==> config.mk <==
export PLATFORM = sky130hd
export DESIGN_NAME = jam_cost_arb
export DESIGN_NICKNAME = d
export VERILOG_FILES = /design/src/rtl/jam_pkg.sv /design/src/rtl/jam_rr_pick.sv /design/src/rtl/jam_cost_arb.sv
export SDC_FILE = /design/constraint.sdc
export NUM_CORES = 1
export LEC_CHECK = 0
export ABC_AREA = 1
export CORE_ASPECT_RATIO = 1.1
export CORE_MARGIN = 5
export CORE_UTILIZATION = 41
export CTS_CLUSTER_SIZE = 16
export DETAILED_ROUTE_END_ITERATION = 16
export GPL_ROUTABILITY_DRIVEN = 0
export PLACE_DENSITY = 0.8
export SYNTH_ARGS = -nofsm -noshare
export SYNTH_HDL_FRONTEND = slang
export SYNTH_HIERARCHICAL = 1
export SYNTH_SLANG_ARGS = --single-unit
export TNS_END_PERCENT = 20
==> constraint.sdc <==
create_clock -name CLK -period 2 [get_ports CLK]
set_input_delay 0.4 -clock CLK [delete_from_list [all_inputs] [get_ports CLK]]
set_output_delay 0.4 -clock CLK [all_outputs]
set_load 0.005 [all_outputs]
==> src/rtl/jam_pkg.sv <==
// Shared constants and FSM encoding for the cost-lookup arbiter.
// Latency: n/a (types and constants only).
// Backpressure: n/a.
// Contents: default requester count, worker/job index width, cost width,
// and the IDLE/BURST state enumeration.
package jam_pkg;

  localparam int NUM_REQ_DEF = 4;
  localparam int IDX_W       = 3;
  localparam int COST_W      = 7;

  typedef enum logic {
    ST_IDLE  = 1'b0,
    ST_BURST = 1'b1
  } state_t;

endpackage

==> src/rtl/jam_rr_pick.sv <==
// Round-robin picker: first requester at or after the pointer, wrapping.
// Latency: purely combinational.
// Backpressure: none; the caller decides when to act on the pick.
// Ports:
//   req_i  [N]   request vector
//   rr_i   [PW]  priority pointer (index of highest-priority requester)
//   pick_o [N]   one-hot winner, all zeros when no request
//   any_o        at least one request present
module jam_rr_pick #(
  parameter int N  = 4,
  parameter int PW = (N > 1) ? $clog2(N) : 1
) (
  input  logic [N-1:0]  req_i,
  input  logic [PW-1:0] rr_i,
  output logic [N-1:0]  pick_o,
  output logic          any_o
);

  always_comb begin
    logic          found;
    logic [PW:0]   sum;
    logic [PW-1:0] idx;
    pick_o = '0;
    found  = 1'b0;
    sum    = '0;
    idx    = '0;
    for (int i = 0; i < N; i++) begin
      // One extra bit so pointer + offset can exceed N before wrapping.
      sum = {1'b0, rr_i} + (PW + 1)'(i);
      if (sum >= (PW + 1)'(N)) begin
        sum = sum - (PW + 1)'(N);
      end
      idx = sum[PW-1:0];
      if (!found && req_i[idx]) begin
        pick_o[idx] = 1'b1;
        found       = 1'b1;
      end
    end
  end

  assign any_o = |req_i;

endmodule

==> src/rtl/jam_cost_arb.sv <==
// Burst arbiter sharing one worker/job cost-table port among NUM_REQ requesters.
// Latency: grant 1 cycle after request in IDLE; response 2 cycles after accept.
// Backpressure: owner stalls by dropping req; grant is held across stalls.
// Ports:
//   CLK, RST          clock (rising edge), async active-high reset
//   req/req_last      per-requester request and end-of-burst marker
//   req_w/req_j       per-requester worker/job index, IDX_W bits each
//   gnt               registered one-hot grant, constant for a whole burst
//   W/J               registered index pair driven to the cost table
//   Cost              table output, valid the cycle after W/J change
//   rsp_valid/rsp_cost registered one-hot response strobe and cost
//   err_to            one-cycle idle-owner timeout pulse
// Optional feature: define JAM_ARB_TIMEOUT_EN to release a grant whose owner
// stays idle for TO_CYC consecutive cycles; otherwise err_to is tied low and
// a grant is held until the owner's last lookup.
module jam_cost_arb
  import jam_pkg::*;
#(
  parameter int NUM_REQ = NUM_REQ_DEF,
  parameter int TO_CYC  = 16
) (
  input  logic                     CLK,
  input  logic                     RST,
  input  logic [NUM_REQ-1:0]       req,
  input  logic [NUM_REQ*IDX_W-1:0] req_w,
  input  logic [NUM_REQ*IDX_W-1:0] req_j,
  input  logic [NUM_REQ-1:0]       req_last,
  output logic [NUM_REQ-1:0]       gnt,
  output logic [IDX_W-1:0]         W,
  output logic [IDX_W-1:0]         J,
  input  logic [COST_W-1:0]        Cost,
  output logic [NUM_REQ-1:0]       rsp_valid,
  output logic [COST_W-1:0]        rsp_cost,
  output logic                     err_to
);

  localparam int PW = (NUM_REQ > 1) ? $clog2(NUM_REQ) : 1;

  // TO_CYC must be at least 1; it is only consumed by the timeout build.
  if (TO_CYC < 1) begin : g_to_cyc_invalid
  end

  state_t               state_q, state_d;
  logic [NUM_REQ-1:0]   gnt_q, gnt_d;
  logic [PW-1:0]        rr_q, rr_d;
  logic [PW-1:0]        owner_q, owner_d;
  logic [IDX_W-1:0]     w_q, w_d, j_q, j_d;
  logic                 acc_q;
  logic [NUM_REQ-1:0]   acc_oh_q;
  logic [NUM_REQ-1:0]   rsp_valid_q;
  logic [COST_W-1:0]    rsp_cost_q;

  logic [NUM_REQ-1:0]   pick_oh;
  logic                 pick_any;
  logic [PW-1:0]        pick_idx;
  logic                 accept;
  logic [PW-1:0]        rr_after;

  jam_rr_pick #(.N(NUM_REQ), .PW(PW)) u_pick (
    .req_i  (req),
    .rr_i   (rr_q),
    .pick_o (pick_oh),
    .any_o  (pick_any)
  );

  always_comb begin
    pick_idx = '0;
    for (int i = 0; i < NUM_REQ; i++) begin
      if (pick_oh[i]) begin
        pick_idx = PW'(i);
      end
    end
  end

  // gnt_q is zero outside BURST, so this is only ever the owner's handshake.
  assign accept   = |(req & gnt_q);
  assign rr_after = (owner_q == PW'(NUM_REQ - 1)) ? '0 : owner_q + 1'b1;

`ifdef JAM_ARB_TIMEOUT_EN
  localparam int TW = $clog2(TO_CYC + 1);

  logic [TW-1:0] to_cnt_q, to_cnt_d;
  logic          err_q;
  logic          to_fire;

  // Fires at the end of the TO_CYC-th consecutive owner-idle BURST cycle.
  assign to_fire = (state_q == ST_BURST) && !accept && (to_cnt_q == TW'(TO_CYC - 1));

  always_comb begin
    to_cnt_d = to_cnt_q;
    if (state_q != ST_BURST || accept || to_fire) begin
      to_cnt_d = '0;
    end else begin
      to_cnt_d = to_cnt_q + 1'b1;
    end
  end

  always_ff @(posedge CLK or posedge RST) begin
    if (RST) begin
      to_cnt_q <= '0;
      err_q    <= 1'b0;
    end else begin
      to_cnt_q <= to_cnt_d;
      err_q    <= to_fire;
    end
  end

  assign err_to = err_q;
`else
  assign err_to = 1'b0;
`endif

  always_comb begin
    state_d = state_q;
    gnt_d   = gnt_q;
    rr_d    = rr_q;
    owner_d = owner_q;
    w_d     = w_q;
    j_d     = j_q;
    case (state_q)
      ST_IDLE: begin
        if (pick_any) begin
          state_d = ST_BURST;
          gnt_d   = pick_oh;
          owner_d = pick_idx;
        end
      end
      ST_BURST: begin
        if (accept) begin
          w_d = req_w[owner_q*IDX_W +: IDX_W];
          j_d = req_j[owner_q*IDX_W +: IDX_W];
          if (req_last[owner_q]) begin
            state_d = ST_IDLE;
            gnt_d   = '0;
            rr_d    = rr_after;
          end
        end
`ifdef JAM_ARB_TIMEOUT_EN
        else if (to_fire) begin
          state_d = ST_IDLE;
          gnt_d   = '0;
          rr_d    = rr_after;
        end
`endif
      end
      default: state_d = ST_IDLE;
    endcase
  end

  // acc_q/acc_oh_q carry the accept across the table-read cycle; Cost is
  // captured at the end of that cycle and presented one cycle later.
  always_ff @(posedge CLK or posedge RST) begin
    if (RST) begin
      state_q     <= ST_IDLE;
      gnt_q       <= '0;
      rr_q        <= '0;
      owner_q     <= '0;
      w_q         <= '0;
      j_q         <= '0;
      acc_q       <= 1'b0;
      acc_oh_q    <= '0;
      rsp_valid_q <= '0;
      rsp_cost_q  <= '0;
    end else begin
      state_q     <= state_d;
      gnt_q       <= gnt_d;
      rr_q        <= rr_d;
      owner_q     <= owner_d;
      w_q         <= w_d;
      j_q         <= j_d;
      acc_q       <= accept;
      if (accept) begin
        acc_oh_q <= gnt_q;
      end
      rsp_valid_q <= acc_q ? acc_oh_q : '0;
      if (acc_q) begin
        rsp_cost_q <= Cost;
      end
    end
  end

  assign gnt       = gnt_q;
  assign W         = w_q;
  assign J         = j_q;
  assign rsp_valid = rsp_valid_q;
  assign rsp_cost  = rsp_cost_q;

endmodule

==> impl_metrics.csv <==
group,metric,value,unit
drt,ant_nets,0,
synth,yosys_warnings,6,
sta,slew_viol_final,0,
synth,synth_cell_type_count,22,
layout,nFillCells,389,
synth,synthTopCellsByCount,"nand2_1 (78), nand3_1 (34), dfrtp_1 (31)",
worst_setup_path,crit_path_start_kind,"flop",
synth,ys.flop_type,"dfrtp_1",
clock_tree,insertion_delay,0.27,ns
outcome,status,"finished, final reports clean",
synth,async_flop_share,100,%
sta,min_period_over_period,88.5,%
drt,viasPerCell,4.89,
layout,utilization,61.7,%
worst_setup_path,reg2reg_to,"owner_q[0]",
drt,drc,0,
clock_tree,post_cts_resized,0,
synth,ys_seq_elements,31,
floorplanning,core_area,4350,µm²
layout,drive_gt1_share,13.3,%
worst_setup_path,timing.rr.start,"rr_q[1]",
floorplanning,die_h,80.6,µm
synth,syn_area_per_cell,7.65,µm²
worst_setup_path,required,2.14,ns
synth,synth-seq-area-share,41.7,%
clock_tree,cts_sinks,31,
worst_setup_path,ff2ff_path_depth,12,
placement,detailed_place_hpwl,3480,µm
worst_hold_path,whs_path_depth,2,
worst_hold_path,hp-class,"flop to flop",
drt,vias,1804,
clock_tree,cts_buffer_depth,2,
floorplanning,start_util,42.8,%
global_routing,grt_overflow,0,
sta,fmax,565,MHz
synth,synthTopCellsByArea,"dfrtp_1 (42%), nand2_1 (16%), nand3_1 (9.2%)",
clock_tree,cts_setup_buffers,0,
clock_tree,cts_made_buffers,5,
floorplanning,die-area,5980,µm²
worst_setup_path,r2r_slack,0.23,ns
sta,skew,0.00535,ns
power_and_ir_drop,vdd_ir_drop_max,623,µV
sta,rsz0062_at_grt,"no",
worst_setup_path,critPathCaptureType,"flop",
global_routing,grt_max_degree,32,
layout,regArea,776,µm²
synth,netlist_instances,243,
layout,n_antenna_cell,0,
drt,wl,4480,µm
synth,synth_top_area_share,41.7,%
worst_setup_path,cp_data_arrival_time,1.92,ns
synth,synth_nets,291,
synth,yosysMostFrequentCell,"nand2_1",
sta,setup_viol,0,
layout,nNetsFinal,362,
worst_setup_path,startpoint,"rr_q[1]",
drt,detail_route.first_pass.iterations,4,
global_routing,grt_pass1_vias,1800,
clock_tree,cts.clk_slew.worst_paths,0.06,ns
floorplanning,die_w,74.2,µm
synth,yosys.area.top_type,"dfrtp_1",
worst_setup_path,path_cells,"inv_1, ha_2, inv_2, nand3_1, nand2_2, nand2_4, nor2_4, nand2_1, nand3_1, nor2_1, o21ai_1, o21ai_0",
worst_setup_path,cp_max_fo,4,
drt,initialDrtViolationCount,77,
job,maxCapViolCount,0,
clock_tree,root_buffer,"clkbuf_8",
drt,wl_per_cell,12.2,µm
global_routing,grt_pass1_wl,7820,µm
power_and_ir_drop,power.density,1390,nW/µm²
clock_tree,cts_hold_buffers,0,
worst_setup_path,path_class,"flop to flop",
clock_tree,cts_tree,"built",
sta,period_minus_slack,1.77,ns
synth,synth_edf_count,0,
layout,area_growth,44.2,%
global_routing,grt_antenna_before_repair,0,
placement,numPortBuffers,61,
worst_setup_path,endpoint,"owner_q[0]",
floorplanning,rows,25,
worst_setup_path,cp_slowest_stage_delay,0.38,ns
synth,synth_area,1860,µm²
placement,post-place-ws,-0.0567,ns
floorplanning,io_pins,63,
worst_setup_path,crit_slowest_cell,"dfrtp_1",
clock_tree,htreeDepth,2,
power_and_ir_drop,leakagePower,1.36,nW
sta,hold_viol,0,
layout,multi_input_area,945,µm²
global_routing,track_usage,16.3,%
sta,worst_slack,0.229,ns
worst_setup_path,crit_path_frequent_cell,"nand3_1",
-- where the power goes --
group	total [mW]	internal [mW]	switching, mW
registers	1.06	0.871	0.192
clock network	0.618	0.402	0.216
logic	2.03	0.935	1.10
-- flip-flops by register name, summed over array words and instances, names as in the netlist --
| register | flops |
|---|---|
| acc_oh_q | 4 |
| W | 3 |
| acc_q | 1 |
| rr_q | 2 |
| state_q | 1 |
| owner_q | 2 |
| rsp_cost | 7 |
| J | 3 |
| gnt | 4 |
| rsp_valid | 4 |
-- cells by family (layout without fill, tap and decap cells) --
| kind of cell | after synthesis | count (layout) | synth area share (%) |
|---|---|---|---|
| adders and majority gates | 7 | 7 | 4.71 |
| DFF | 31 | 31 | 41.7 |
| muxes | 7 | 7 | 4.24 |
| other | 1 | 1 | 0.202 |
| and+or+nand+nor | 140 | 140 | 34.8 |
| AOI/OAI and AO/OA | 23 | 23 | 6.60 |
| buffers and inverters | 34 | 106 | 7.74 |
-- metal layers --
layer  GRT usage, %  vias to the layer above  part of all wire (%)
li1               -                      922                     -
met1           20.2                      825                    42
met2           28.4                       48                    49
met3           2.75                        9                   7.4
met4           5.43                        0                   2.0
met5              0                        -                     0
-- how the worst min path moves through the flow --
stage                            from  slack [ns]           end
after floorplan           acc_oh_q[1]        0.43  rsp_valid[1]
after global placement    acc_oh_q[2]        0.45  rsp_valid[2]
after detailed placement  acc_oh_q[0]        0.45  rsp_valid[0]
after CTS                 acc_oh_q[0]        0.47  rsp_valid[0]
after global routing      acc_oh_q[0]        0.51  rsp_valid[0]
final                     acc_oh_q[0]        0.47  rsp_valid[0]
-- cell usage in the layout, fill, tap and decap left out --
master and n:
buf_4 7, bufinv_16 1, clkbuf_8 6, clkdlybuf4s50_1 61, clkinv_2 1, conb_1 1
dfrtp_1 31, ha_1 6, ha_2 1, inv_1 24, inv_2 6, mux2_2 7
nand2_1 77, nand2_2 4, nand2_4 3, nand3_1 34, nand3_2 2, nand4_1 1
nor2_1 15, nor2_4 2, nor2_8 1, o21ai_0 8, o21ai_1 9, o22ai_1 6
or2_2 1
-- critical path: cells and delay by family, from the launching register on --
family | cells | cell delay, ns
adder cells (fa/ha/maj) | 1 | 0.30
AO/OA/AOI/OAI | 2 | 0.20
buffers and inverters | 2 | 0.16
AND/OR/NAND/NOR | 7 | 0.60
flip-flops | 1 | 0.38
-- area by class of cell --
class | instances | area share, %
multi-input cells | 178 | 35.2
flip-flops and latches | 31 | 28.9
repair buffers | 68 | 24.7
inverters | 30 | 4.20
clock buffers | 6 | 3.08
well taps | 54 | 2.52
clock inverters | 2 | 1.31
-- metrics by stage --
step / instances / cell area, µm² / setup TNS, ns / total power [mW] / hold slack [ns]
after global placement: 361 / 2560 / 0 / 3.03 / 0.446
after CTS: 369 / 2680 / 0 / 3.72 / 0.466
final: 369 / 2680 / 0 / 3.71 / 0.466
after detailed placement: 361 / 2560 / -0.0567 / 3.09 / 0.449
after global routing: 369 / 2680 / 0 / 4.07 / 0.505
after floorplan: 243 / 1860 / 0 / 2.32 / 0.433
Power figures use the tool's default switching activity.
